$ cat config.mk
export PLATFORM = sky130hd
export DESIGN_NAME = v8_pulse_gen
export DESIGN_NICKNAME = d
export VERILOG_FILES = /design/src/rtl/v8_pulse_gen.sv
export SDC_FILE = /design/constraint.sdc
export NUM_CORES = 1
export LEC_CHECK = 0
export BUFFER_PORTS_ARGS = -buffer_cell sky130_fd_sc_hd__buf_2
export CORE_ASPECT_RATIO = 0.5
export CORE_UTILIZATION = 35
export CTS_CLUSTER_SIZE = 20
export DETAILED_ROUTE_END_ITERATION = 10
export PLACE_DENSITY = 0.57
export SLEW_MARGIN = 20
export SYNTH_ARGS = -nofsm -noshare
export SYNTH_HDL_FRONTEND = slang
export SYNTH_SLANG_ARGS = --single-unit
$ cat constraint.sdc
create_clock -name clk_i -period 3.8 [get_ports clk_i]
set_input_delay 0.38 -clock clk_i [delete_from_list [all_inputs] [get_ports clk_i]]
set_output_delay 0.38 -clock clk_i [all_outputs]
set_load 0.01 [all_outputs]
$ cat src/rtl/v8_pulse_gen.sv
// v8_pulse_gen: synthetic detector-pulse source for the v8 shaping-filter chain.
// Each accepted start produces a linear rise to the requested amplitude over 2^RiseShift
// cycles, followed by an exponential decay (acc -= acc >> TauShift). The pulse rides on a
// programmable baseline. A start during the decay piles up on top of the residual tail.
//
// Ports:
//   clk_i            sample clock
//   reset_i          synchronous, active-high reset
//   start_i          one-cycle pulse request
//   amplitude_i      pulse height in ADC counts, sampled with start_i
//   baseline_i       pedestal added to every sample, sampled continuously
//   ready_o          start_i will be accepted (not rising)
//   busy_o           a pulse is rising or decaying
//   peak_strobe_o    high in the cycle output_data_o shows the peak sample
//   start_dropped_o  one-cycle flag for a start_i that arrived while rising
//   output_data_o    generated ADC sample
module v8_pulse_gen #(
    parameter int unsigned SizeAdcData = 14,
    parameter int unsigned FracBits    = 8,
    parameter int unsigned TauShift    = 4,  // legal 1..8
    parameter int unsigned RiseShift   = 2   // legal 0..FracBits
) (
    input  logic                   clk_i,
    input  logic                   reset_i,
    input  logic                   start_i,
    input  logic [SizeAdcData-1:0] amplitude_i,
    input  logic [SizeAdcData-1:0] baseline_i,
    output logic                   ready_o,
    output logic                   busy_o,
    output logic                   peak_strobe_o,
    output logic                   start_dropped_o,
    output logic [SizeAdcData-1:0] output_data_o
);

    localparam int unsigned AccW = SizeAdcData + FracBits + 1;
    localparam int unsigned CntW = RiseShift + 1;

    // Largest representable pulse: full-scale integer part, zero fraction.
    localparam logic [AccW-1:0] AccMax =
        (AccW'(1) << (SizeAdcData + FracBits)) - (AccW'(1) << FracBits);
    localparam logic [AccW-1:0] OneCount = AccW'(1) << FracBits;
    localparam logic [AccW-1:0] AdcMaxW  = (AccW'(1) << SizeAdcData) - AccW'(1);
    localparam logic [CntW-1:0] RiseLast = CntW'((32'd1 << RiseShift) - 32'd1);

    typedef enum logic [1:0] {
        StIdle,
        StRise,
        StDecay
    } state_e;

    state_e                 state_q, state_d;
    logic [AccW-1:0]        acc_q, acc_d;
    logic [AccW-1:0]        target_q, target_d;
    logic [AccW-1:0]        step_q, step_d;
    logic [CntW-1:0]        cnt_q, cnt_d;
    logic                   pend_q, pend_d;
    logic                   peak_q;
    logic                   dropped_q;
    logic [SizeAdcData-1:0] out_q, out_d;

    logic [AccW-1:0] amp_ext;
    logic [AccW-1:0] sum_start;
    logic [AccW-1:0] sum_step;
    logic [AccW-1:0] decay_next;
    logic [AccW-1:0] out_sum;
    logic            accept;

    assign amp_ext    = AccW'(amplitude_i) << FracBits;
    // Operands stay below 2^(AccW-1), so these sums cannot wrap before saturation.
    assign sum_start  = acc_q + amp_ext;
    assign sum_step   = acc_q + step_q;
    assign decay_next = acc_q - (acc_q >> TauShift);
    assign accept     = start_i && (state_q != StRise);

    always_comb begin
        state_d  = state_q;
        acc_d    = acc_q;
        target_d = target_q;
        step_d   = step_q;
        cnt_d    = cnt_q;
        pend_d   = 1'b0;

        if (accept) begin
            // Any decay update due this cycle is skipped; the rise starts from acc_q.
            target_d = (sum_start > AccMax) ? AccMax : sum_start;
            step_d   = amp_ext >> RiseShift;
            cnt_d    = '0;
            state_d  = StRise;
        end else begin
            unique case (state_q)
                StRise: begin
                    if (cnt_q == RiseLast) begin
                        // Land exactly on target to drop the step truncation error.
                        acc_d   = target_q;
                        state_d = StDecay;
                        pend_d  = 1'b1;
                    end else begin
                        acc_d = (sum_step > AccMax) ? AccMax : sum_step;
                        cnt_d = cnt_q + CntW'(1);
                    end
                end
                StDecay: begin
                    if (decay_next < OneCount) begin
                        acc_d   = '0;
                        state_d = StIdle;
                    end else begin
                        acc_d = decay_next;
                    end
                end
                default: ;
            endcase
        end
    end

    // Output sample uses the current accumulator, so it lags acc by one cycle.
    always_comb begin
        out_sum = AccW'(baseline_i) + (acc_q >> FracBits);
        out_d   = (out_sum > AdcMaxW) ? {SizeAdcData{1'b1}} : out_sum[SizeAdcData-1:0];
    end

    always_ff @(posedge clk_i) begin
        if (reset_i) begin
            state_q   <= StIdle;
            acc_q     <= '0;
            target_q  <= '0;
            step_q    <= '0;
            cnt_q     <= '0;
            pend_q    <= 1'b0;
            peak_q    <= 1'b0;
            dropped_q <= 1'b0;
            out_q     <= '0;
        end else begin
            state_q   <= state_d;
            acc_q     <= acc_d;
            target_q  <= target_d;
            step_q    <= step_d;
            cnt_q     <= cnt_d;
            // pend marks the last rise edge; the strobe follows one edge later so it
            // lines up with the peak sample on output_data_o.
            pend_q    <= pend_d;
            peak_q    <= pend_q;
            dropped_q <= start_i && (state_q == StRise);
            out_q     <= out_d;
        end
    end

    assign ready_o         = (state_q != StRise);
    assign busy_o          = (state_q != StIdle);
    assign peak_strobe_o   = peak_q;
    assign start_dropped_o = dropped_q;
    assign output_data_o   = out_q;

endmodule
# == Word level (Yosys, flattened, before mapping) ==
# Cells that the tools add are included.
# word_totals
ff_bits,82
input_bits,31
word_cells,52
output_inout_bits,18
# op_classes
n_addsub,5
n_mux,11
reduce_logical,11
n_eq_ne,8
magnitude_cmp,4
bitwise_logic,3
# ops
operator,count
two-way mux 23 bit,4
greater-than comparator 23 x 22 -> 1 bit (second input constant),2
one-hot mux 23 bit (2 select lines),1
adder 23 x 20 -> 23 bit,1
adder 23 x 22 -> 23 bit,1
less-than comparator 23 x 9 -> 1 bit (second input constant),1
subtractor 23 x 19 -> 23 bit,1
adder 14 x 15 -> 16 bit,1
greater-than comparator 16 x 14 -> 1 bit (second input constant),1
two-way mux 14 bit,1
inequality test 3 bit (second input constant),2
AND reduction 3 bit,2
two-way mux 2 bit,2
inequality test 2 bit (second input constant),2
one-hot mux 2 bit (2 select lines),1
AND reduction 2 bit,2
nonzero test 2 bit,2
adder 3 x 1 -> 3 bit (second input constant),1
== test 3 x 2 -> 1 bit (second input constant),1
NOT 1 bit,3
nonzero test 3 bit,1
OR reduction 3 bit,1
== test 2 x 1 -> 1 bit (second input constant),1
== test 2 bit (second input constant),1
other kinds (4),6

# == Logic depth before layout (Yosys ltp) ==
# Gate-level depths: netlist (run 1).
# logic_depth
word_depth,5
depth_mapped,13
mapped_depth_nobuf,12

# == Worst setup path before layout (run 1) ==
# No wires, ideal clock.
# synth_path
kind,reg2reg
from,register acc_q[22]
to,register state_q[1]
t_required_ps,3667
path_buffers,2
path_stages_with_launch,12
setup_time_ps,133
synth_period_minus_slack_ps,3073
arrival_time_ps,2940
path_slack_ps,727
cell_sequence,dfxtp_1 clkbuf_1 inv_1 ha_1 clkbuf_1 a2111o_1 a221oi_1 o21ai_0 a2111oi_2 nand4_4 o31ai_2 a211oi_1
# synth_via
elab_chain_len,4
# synth_lines
element,line,source
"start, declared",52,"logic [AccW-1:0] acc_q, acc_d;"
"start signal, assigned",124,acc_q <= '0;
"start signal, assigned",134,acc_q <= acc_d;
subtractor 23 x 19 -> 23 bit,72,assign decay_next = acc_q - (acc_q >> TauShift);
less-than comparator 23 x 9 -> 1 bit,103,if (decay_next < OneCount) begin
inequality test 2 bit (no source line),--,
AND reduction 3 bit (no source line),--,
"end signal, assigned",123,state_q <= StIdle;
"end signal, assigned",133,state_q <= state_d;
"end, declared",51,"state_e state_q, state_d;"
# No other way between the ends.
# A chain may end at the register's enable or synchronous reset.

# == Final worst setup path (run 1) ==
# layout_path
from,register acc_q[8]
to,register target_q[1]
# layout_via
elab_chain_len,3
# layout_lines
element,line,source
adder 23 x 22 -> 23 bit,70,assign sum_start = acc_q + amp_ext;
greater-than comparator 23 x 22 -> 1 bit,85,target_d = (sum_start > AccMax) ? AccMax : sum_start;
two-way mux 23 bit,85,
"end signal, assigned",135,target_q <= target_d;
"end, declared",53,"logic [AccW-1:0] target_q, target_d;"
# No other way between the ends.

==> impl_metrics.py, run 1 <==
metrics = {
    "setup_path": {
        "timing.critical_path.required_ps": 3990,
        "crit_fanout": 8,
        "setup.worst_path.class": "register to register",
        "r2r_end": "target_q[1]$_SDFFE_PP0P_",
        "ff2ff_path_depth": 11,
        "worstPathArrival_ps": 3750,
        "critical_path.startpoint_type": "register",
        "reg2reg_slack_ps": 240,
        "setup.worst_path.end_class": "register",
        "critical_path.reg2reg.startpoint": "acc_q[8]$_SDFFE_PP0P_",
    },
    "drt": {
        "detailroute.via_count": 6488,
        "route.antenna.remaining_nets": 0,
        "drtIter0Drc": 563,
        "routedWlPerCell_um": 17.9,
        "drc": 0,
        "post_drt_via_cell_ratio": 5.65,
        "drt_first_pass_iters": 7,
        "totalWireLength_um": 20600,
    },
    "global_route": {
        "overflow": 0,
        "grt_start_max_net_pins": 56,
        "grtUsageTotal_pct": 21.3,
        "first_pass_grt_wire_length_um": 32600,
        "via_count_of_the_first_global_routing_pass": 5951,
        "grt_antenna_before_repair": 0,
    },
    "layout": {
        "final-seq-area_sq_mm": 0.00164,
        "layout-drive-gt1-share_pct": 14.2,
        "syn_to_final_growth_pct": 14.5,
        "layout_common_cells": "a21oi_1, dfxtp_1, nand2_1",
        "mostFrequentLayoutCell": "a21oi_1",
        "design.final.nets": 985,
        "utilization_pct": 41.1,
        "fill_cells": 1858,
        "multiInputGateArea_sq_mm": 0.00470,
        "antenna_cells_inserted": 0,
    },
    "min_path": {
        "timing.hold.worst_endpoint": "step_q[9]$_SDFFE_PP0P_",
        "worstHoldStart": "amplitude_i[3]",
        "worstHoldPathType": "input port to register",
        "hold_path_depth": 3,
    },
    "placement": {
        "hpwlAfterDp_um": 15800,
        "portBuffers": 48,
        "place.gp.congestion": 0.987,
    },
    "die": {
        "core_sq_mm": 0.0185,
        "die_y_um": 99.5,
        "rows": 35,
        "io_pins": 49,
        "fp.dieArea_sq_mm": 0.0196,
        "die_x_um": 197,
        "floorplan.initialDensity_pct": 35.9,
    },
    "timing": {
        "finalSetupTns_ps": 0,
        "timing_worst_slew_pin_value_ps": 1030,
        "timing.final.setup_violations": 0,
        "period_needed_ps": 3560,
        "achievable-frequency_mhz": 281,
        "layout_worst_path_cycle_share_pct": 93.7,
        "skew_ps": 11.1,
        "grt_setup_unrepaired": "false",
        "final_hold_violation_count": 0,
        "max_slew_margin_pct": 31.1,
        "drv_slew": 0,
    },
    "cts": {
        "post_cts.repair.setup_buffers": 0,
        "tritoncts_clock_tree": "built",
        "cts.path.max_buffers": 2,
        "worstSkewPairLatency_ps": 350,
        "cts-buffers-inserted": 9,
        "cts-resized-gates": 0,
        "clockRootBuffer": "clkbuf_16",
        "post_cts_hold_buffer_count": 0,
        "clk_transition_reported_paths_ps": 70,
        "h_tree_depth": 3,
        "clock_sinks": 82,
    },
    "yosys": {
        "synth.net_count": 934,
        "proportion_of_synthesized_chip_area_in_sequential_cells_pct": 24.7,
        "yosys-top-cells-area": "dfxtp_1, ha_1, a21oi_1",
        "synth_enable_flop_cells": 0,
        "synthesis.area_per_instance_sq_um": 7.99,
        "synth-seq-cells": 82,
        "post_synth_inst_count": 833,
        "yosysTopAreaCell": "dfxtp_1",
        "synthDistinctLibCells": 83,
        "synth.top_cell.area_share_pct": 24.7,
        "synth-main-ff-cell": "dfxtp_1",
        "synth.yosys.warnings": 0,
        "synthesis.area_sq_mm": 0.00665,
        "synthArstFlopShare_pct": 0,
    },
    "power": {
        "max-vdd-ir-drop_uv": 197,
        "power.density_mw_per_mm2": 412,
        "cellLeakagePower_nw": 3.23,
    },
    "job": {
        "max_cap_viol_count": 0,
    },
    "status": {
        "status": "finished clean",
    },
}
-- synth_stat cells, drive strengths merged (4+ instances only) --
cell type and n:
a21oi 100, dfxtp 82, nand2 75, ha 66, o21ai 57, nor2 47
inv 44, clkbuf 33, xnor2 31, nand3 27, a21o 20, a31oi 18
o211ai 18, a211oi 14, a221oi 13, xor2 12, nor3 11, and3 10
nand2b 9, o21a 9, o32ai 9, o221ai 8, o31ai 8, a2111oi 7
and2 7, buf 6, nor4 6, or3 6, nand4 5, nor2b 5
or2 5, a21boi 4, fa 4, mux2i 4, o21bai 4, o31a 4
-- registers in the layout, indices dropped and copies added, names as in the netlist --
register         flops
acc_q               23
cnt_q                3
output_data_o       14
peak_strobe_o        1
pend_q               1
start_dropped_o      1
state_q              2
step_q              14
target_q            23
-- worst max-delay path, stage by stage (launching register included) --
cell	delay, ps
dfxtp_1	440
ha_1	290
fa_1	430
a211oi_1	340
o21ai_1	150
a21o_1	220
a21o_1	180
nor3_1	200
o21bai_1	110
a21oi_1	350
xnor2_1	480
o32ai_1	210
-- per-layer routing --
layer | up-vias | GRT usage, % | part of all wire, %
met4 | 0 | 4.77 | 1.4
li1 | 3230 | - | -
met3 | 20 | 3.90 | 7.0
met1 | 3057 | 30.9 | 50
met5 | - | 0 | 0
met2 | 181 | 32.6 | 42
-- power breakdown --
group          leakage (nW)  switching (mW)  total [mW]  internal, mW
Sequential            0.673          0.0498       0.979         0.929
Clock                 0.150           0.389       0.923         0.535
Combinational          2.40           0.747        1.24         0.489
-- stage by stage --
stage | hold slack [ps] | instances | cell area, sq um | setup slack, ps | power, mW
2_1_floorplan | 414 | 833 | 6650 | 727 | 1.88
3_3_place_gp | 417 | 1132 | 7300 | 365 | 2.20
3_5_place_dp | 427 | 1132 | 7300 | 290 | 2.21
4_1_cts | 280 | 1148 | 7610 | 290 | 3.14
5_1_grt | 303 | 1148 | 7620 | 94.5 | 3.31
6_report | 289 | 1148 | 7620 | 241 | 3.14
-- how the worst max path moves through the flow --
stage                                      start                         to
after floorplan           acc_q[22]$_SDFFE_PP0P_    state_q[1]$_SDFFE_PP0P_
after global routing       acc_q[8]$_SDFFE_PP0P_   target_q[2]$_SDFFE_PP0P_
after CTS                  acc_q[8]$_SDFFE_PP0P_  target_q[20]$_SDFFE_PP0P_
after global placement            amplitude_i[0]   target_q[9]$_SDFFE_PP0P_
after detailed placement          amplitude_i[0]  target_q[20]$_SDFFE_PP0P_
final                      acc_q[8]$_SDFFE_PP0P_   target_q[1]$_SDFFE_PP0P_
-- layout make-up --
type / count / share of cell area, %
clock buffers: 10 / 3.14
clock inverters: 6 / 0.952
inverters: 45 / 2.22
multi-input cells: 667 / 61.7
flip-flops and latches: 82 / 21.5
well taps: 259 / 4.25
repair buffers: 79 / 6.21
-- cell families after synthesis --
family | count (synthesis) | share of synthesized area, %
compound gates | 323 | 33.5
simple gates | 226 | 16.9
buf+inv | 84 | 4.89
flops | 82 | 24.7
fa+ha+maj | 70 | 13.6
xor+xnor | 43 | 5.66
mux | 5 | 0.771
No activity file was read; power rests on OpenSTA's default activity.
==> inputs of run 2 (changes only) <==
CTS_BUF_LIST = sky130_fd_sc_hd__clkbuf_8   (was not set)
HOLD_SLACK_MARGIN = 0.05   (was not set)
==> run 2 against run 1 <==
Effect of this change:
- worst hold slack worse by 33 ps
- register-to-register slack hardly changed
- clock power is 25% lower
- design area is 1.3% lower
- die area stayed put
- critical path depth stayed put
- total power is 7.4% lower
- via count is 0.62% higher
- sequential share of layout area is 0.29 points higher
- clock skew is 6.8 ps higher
- critical endpoint unchanged
- largest cell class unchanged
==> impl_metrics.py, run 2 (synthesized netlist as in run 1, its figures left out) <==
metrics = {
    "status": {
        "status": "finished clean",
    },
    "timing": {
        "skew_ps": 17.9,
        "final_hold_violation_count": 0,
        "timing_worst_slew_pin_value_ps": 1030,
        "period_needed_ps": 3570,
        "grt_setup_unrepaired": "false",
        "achievable-frequency_mhz": 280,
        "drv_slew": 0,
        "timing.final.setup_violations": 0,
        "max_slew_margin_pct": 31.0,
        "layout_worst_path_cycle_share_pct": 94.0,
        "finalSetupTns_ps": 0,
    },
    "drt": {
        "routedWlPerCell_um": 18.0,
        "detailroute.via_count": 6528,
        "totalWireLength_um": 20600,
        "route.antenna.remaining_nets": 0,
        "drt_first_pass_iters": 5,
        "drtIter0Drc": 538,
        "post_drt_via_cell_ratio": 5.69,
        "drc": 0,
    },
    "die": {
        "rows": 35,
        "die_y_um": 99.5,
        "die_x_um": 197,
        "floorplan.initialDensity_pct": 35.9,
        "io_pins": 49,
        "fp.dieArea_sq_mm": 0.0196,
        "core_sq_mm": 0.0185,
    },
    "setup_path": {
        "crit_top_cell": "a21o_1",
        "reg2reg_slack_ps": 230,
        "critical_path.top_delay_family": "compound AO/OA/AOI/OAI gates",
        "setup.worst_path.class": "register to register",
        "ff2ff_path_depth": 11,
        "critical_path.n_buffers_inverters": 0,
        "critical_path.startpoint_type": "register",
        "crit_fanout": 8,
        "critical_path.reg2reg.startpoint": "acc_q[8]$_SDFFE_PP0P_",
        "slowest_delay_ps": 500,
        "critPathSlowestCell": "xnor2_1",
        "worstPathArrival_ps": 3780,
        "worstPathCellList": "ha_1 -> fa_1 -> a211oi_1 -> o21ai_1 -> a21o_1 -> a21o_1 -> nor3_1 -> o21bai_1 -> a21oi_1 -> xnor2_1 -> o32ai_1",
        "cp-startpoint": "acc_q[8]$_SDFFE_PP0P_",
        "r2r_end": "target_q[1]$_SDFFE_PP0P_",
        "setup.worst_path.end_class": "register",
        "timing.critical_path.required_ps": 4010,
    },
    "cts": {
        "h_tree_depth": 3,
        "post_cts.repair.setup_buffers": 0,
        "cts-resized-gates": 0,
        "cts-buffers-inserted": 9,
        "clk_transition_reported_paths_ps": 100,
        "tritoncts_clock_tree": "built",
        "clock_sinks": 82,
        "clockRootBuffer": "clkbuf_8",
        "post_cts_hold_buffer_count": 0,
        "cts.path.max_buffers": 2,
        "worstSkewPairLatency_ps": 370,
    },
    "layout": {
        "largestRegisters": "acc_q x23, target_q x23",
        "design.final.nets": 985,
        "syn_to_final_growth_pct": 13.0,
        "antenna_cells_inserted": 0,
        "mostFrequentLayoutCell": "a21oi_1",
        "fill_cells": 1869,
        "layout_common_cells": "a21oi_1, dfxtp_1, nand2_1",
        "layout-drive-gt1-share_pct": 14.2,
        "post_layout_nonfiller_instances": 1148,
    },
    "min_path": {
        "worstHoldStart": "amplitude_i[2]",
        "worstHoldPathType": "input port to register",
        "timing.hold.worst_endpoint": "step_q[8]$_SDFFE_PP0P_",
        "hold_path_depth": 3,
    },
    "placement": {
        "place_inst": 1132,
        "portBuffers": 48,
        "place.gp.congestion": 0.987,
        "hpwlAfterDp_um": 15800,
    },
    "power": {
        "max-vdd-ir-drop_uv": 163,
        "cellLeakagePower_nw": 3.18,
        "power.density_mw_per_mm2": 387,
    },
    "global_route": {
        "overflow": 0,
        "via_count_of_the_first_global_routing_pass": 5994,
        "grt_start_max_net_pins": 56,
        "grt_antenna_before_repair": 0,
        "grtUsageTotal_pct": 21.2,
        "first_pass_grt_wire_length_um": 32600,
    },
    "job": {
        "max_cap_viol_count": 0,
    },
}
## run 2: worst max-delay path by stage
stage                                     end  slack (ps)  cells past startpoint
detailed placement  target_q[20]$_SDFFE_PP0P_         290                     12
global route         target_q[2]$_SDFFE_PP0P_          90                     11
CTS                 target_q[20]$_SDFFE_PP0P_         290                     11
global placement     target_q[9]$_SDFFE_PP0P_         360                     12
floorplan             state_q[1]$_SDFFE_PP0P_         730                     11
finish               target_q[1]$_SDFFE_PP0P_         230                     11
## run 2: where the power goes
| part | internal (mW) | switching, mW | total (mW) |
|---|---|---|---|
| Sequential | 0.928 | 0.0496 | 0.978 |
| Clock | 0.329 | 0.363 | 0.692 |
| Combinational | 0.490 | 0.747 | 1.24 |
## run 2: worst reg2reg max path, delay by kind of cell (launching register included)
kind	cells	cell delay [ps]
flops	1	450
compound gates	7	1560
xor+xnor	1	500
simple gates	1	200
fa+ha+maj	2	720
## run 2: stage by stage
step / setup WS [ps] / utilization, % / hold slack [ps] / cell area (sq um) / power (mW)
final: 229 / 40.6 / 256 / 7520 / 2.91
after global routing: 91.7 / 40.6 / 266 / 7520 / 3.07
after CTS: 289 / 40.6 / 242 / 7510 / 2.90
after detailed placement: 290 / 39.4 / 427 / 7300 / 2.21
after global placement: 365 / 39.4 / 417 / 7300 / 2.20
after floorplan: 727 / - / 414 / 6650 / 1.88
## run 2: metal layers
layer | up-vias | GRT usage, % | wire length, um
met3 | 29 | 3.76 | 1510
met1 | 3053 | 30.6 | 10100
met4 | 0 | 5.37 | 381
met2 | 225 | 32.5 | 8590
met5 | - | 0 | 0
li1 | 3221 | - | -
## run 2: layout make-up
type / count / area (sq um) / share of cell area (%)
well taps: 259 / 324 / 4.31
clock inverters: 6 / 72.6 / 0.965
inverters: 45 / 169 / 2.25
clock buffers: 10 / 138 / 1.83
multi-input cells: 667 / 4700 / 62.5
repair buffers: 79 / 473 / 6.29
flip-flops and latches: 82 / 1640 / 21.8
==> inputs of run 3 (changes only) <==
PLACE_DENSITY = 0.59   (was 0.57)
clock period = 3.13 ns   (was 3.8 ns; I/O delays follow)
==> run 3 against run 2 <==
Effect of this change:
- the flow now finishes with violations (setup timing)
- die area unchanged
- register-to-register slack worse by 360 ps
- routed wire length up 12%
- worst hold slack worse by 82 ps
- non-clock buffer count up 114
- critical path depth unchanged
- clock skew down 3.9 ps
- critical endpoint is now acc_q[9]$_SDFFE_PP0P_
==> impl_metrics.py, run 3 (synthesized netlist as in run 1, its figures left out) <==
metrics = {
    "timing": {
        "period_needed_ps": 3260,
        "achievable-frequency_mhz": 307,
        "final_hold_violation_count": 0,
        "max_slew_margin_pct": 30.8,
        "grt_setup_unrepaired": "true",
        "skew_ps": 14.0,
        "drv_slew": 0,
        "timing.hold.ws_ps": 173,
        "worst_slack_ps": -130,
        "layout_worst_path_cycle_share_pct": 104,
        "timing_worst_slew_pin_value_ps": 1040,
        "timing.final.setup_violations": 13,
    },
    "cts": {
        "clock_sinks": 82,
        "h_tree_depth": 3,
        "clockRootBuffer": "clkbuf_8",
        "tritoncts_clock_tree": "built",
        "cts-buffers-inserted": 9,
        "worstSkewPairLatency_ps": 380,
        "clk_transition_reported_paths_ps": 100,
        "cts.path.max_buffers": 2,
        "post_cts_hold_buffer_count": 0,
    },
    "drt": {
        "detailroute.wirelength.met2_um": 10200,
        "routedWlPerCell_um": 18.3,
        "drc": 0,
        "detailroute.via_count": 7175,
        "drt_first_pass_iters": 5,
        "maxUsedRoutingLayer": "met4",
        "drtIter0Drc": 733,
        "route.antenna.remaining_nets": 0,
        "wl_met3_um": 1700,
        "totalWireLength_um": 23200,
        "detail_route.wirelength.met1_um": 11100,
        "post_drt_via_cell_ratio": 5.68,
    },
    "layout": {
        "layout-drive-gt1-share_pct": 31.0,
        "mostFrequentLayoutCell": "buf_4",
        "antenna_cells_inserted": 0,
        "post_layout_nonfiller_instances": 1264,
        "design.final.nets": 1101,
        "layout_common_cells": "buf_4, a21oi_1, nand2_1",
        "largestRegisters": "acc_q x23, target_q x23",
        "syn_to_final_growth_pct": 34.9,
    },
    "power": {
        "max-vdd-ir-drop_uv": 215,
        "cellLeakagePower_nw": 3.90,
        "power.density_mw_per_mm2": 455,
    },
    "setup_path": {
        "timing.critical_path.required_ps": 3380,
        "worstPathArrival_ps": 3510,
        "worstPathCellList": "ha_4 -> fa_2 -> buf_6 -> xnor2_2 -> a2111o_1 -> nor4_4 -> and4_1 -> and4_4 -> a31oi_4 -> a221o_1 -> a221oi_4",
        "setup.worst_path.class": "register to register",
        "critical_path.startpoint_type": "register",
        "critPathSlowestCell": "fa_2",
        "critical_path.n_buffers_inverters": 1,
        "slowest_delay_ps": 430,
        "crit_fanout": 4,
        "setup.worst_path.end_class": "register",
        "critical_path.top_delay_family": "compound AO/OA/AOI/OAI gates",
    },
    "placement": {
        "place_inst": 1231,
        "hpwlAfterDp_um": 17100,
        "portBuffers": 48,
        "place.gp.congestion": 0.945,
    },
    "die": {
        "die_x_um": 197,
        "core_sq_mm": 0.0185,
        "fp.dieArea_sq_mm": 0.0196,
        "floorplan.initialDensity_pct": 35.9,
        "rows": 35,
        "io_pins": 49,
        "die_y_um": 99.5,
    },
    "global_route": {
        "overflow": 0,
        "grt_antenna_before_repair": 0,
        "grt_start_max_net_pins": 56,
        "grtUsageTotal_pct": 23.3,
        "first_pass_grt_wire_length_um": 35700,
        "via_count_of_the_first_global_routing_pass": 6591,
    },
    "min_path": {
        "worstHoldPathType": "input port to register",
    },
    "job": {
        "max_cap_viol_count": 0,
    },
    "status": {
        "status": "complete, but fails checks",
        "failed_checks": "setup timing",
    },
}
run 3: tightest hold or removal path: cells and delay by family:
kind / cells / cell delay (ps)
AO/OA/AOI/OAI: 1 / 50
AND/OR/NAND/NOR: 1 / 50
buffers and inverters: 1 / 110
run 3: layout make-up:
class,count,area (sq um)
flip-flops and latches,82,1660
inverters,45,169
repair buffers,193,1390
multi-input cells,669,5220
well taps,259,324
clock buffers,10,138
fillers,1738,9550
clock inverters,6,72.6
run 3: final timing paths:
kind,startpoint,endpoint,slack (ps),cells after the start
hold reg to reg,pend_q$_SDFF_PP0_,peak_strobe_o$_SDFF_PP0_,450,1
hold / removal,amplitude_i[6],step_q[12]$_SDFFE_PP0P_,170,3
setup / recovery,step_q[6]$_SDFFE_PP0P_,acc_q[9]$_SDFFE_PP0P_,-130,11
setup reg to reg,step_q[6]$_SDFFE_PP0P_,acc_q[9]$_SDFFE_PP0P_,-130,11
run 3: stage by stage:
step	power (mW)	utilization, %	TNS [ps]	cell area [sq um]	worst slack, ps
2_1_floorplan	2.28	-	0	6650	57.3
3_3_place_gp	2.95	43.6	-4440	8070	-414
3_5_place_dp	2.97	43.6	-7580	8070	-362
4_1_cts	3.93	46.0	-110	8530	-110
5_1_grt	4.30	48.4	-1920	8970	-172
6_report	4.09	48.4	-336	8970	-130
run 3: timing repair:
| item | 4_1_cts | 5_1_grt |
|---|---|---|
| gates cloned | 2 | 0 |
| buffers inserted | 6 | 9 |
| endpoints found under the setup margin | 49 | 49 |
| pin swaps | 25 | 45 |
| resized for setup | 38 | 68 |
run 3: power by group:
group | internal (mW) | leakage (nW) | total [mW] | switching (mW)
combinational | 0.940 | 3.11 | 2.04 | 1.10
sequential | 1.13 | 0.678 | 1.19 | 0.0610
clock | 0.399 | 0.103 | 0.858 | 0.459
run 3: metal layers:
| metal | up-vias | track usage [%] |
|---|---|---|
| met2 | 244 | 36.5 |
| met4 | 0 | 4.11 |
| li1 | 3480 | - |
| met3 | 25 | 4.14 |
| met1 | 3426 | 33.7 |
| met5 | - | 0 |
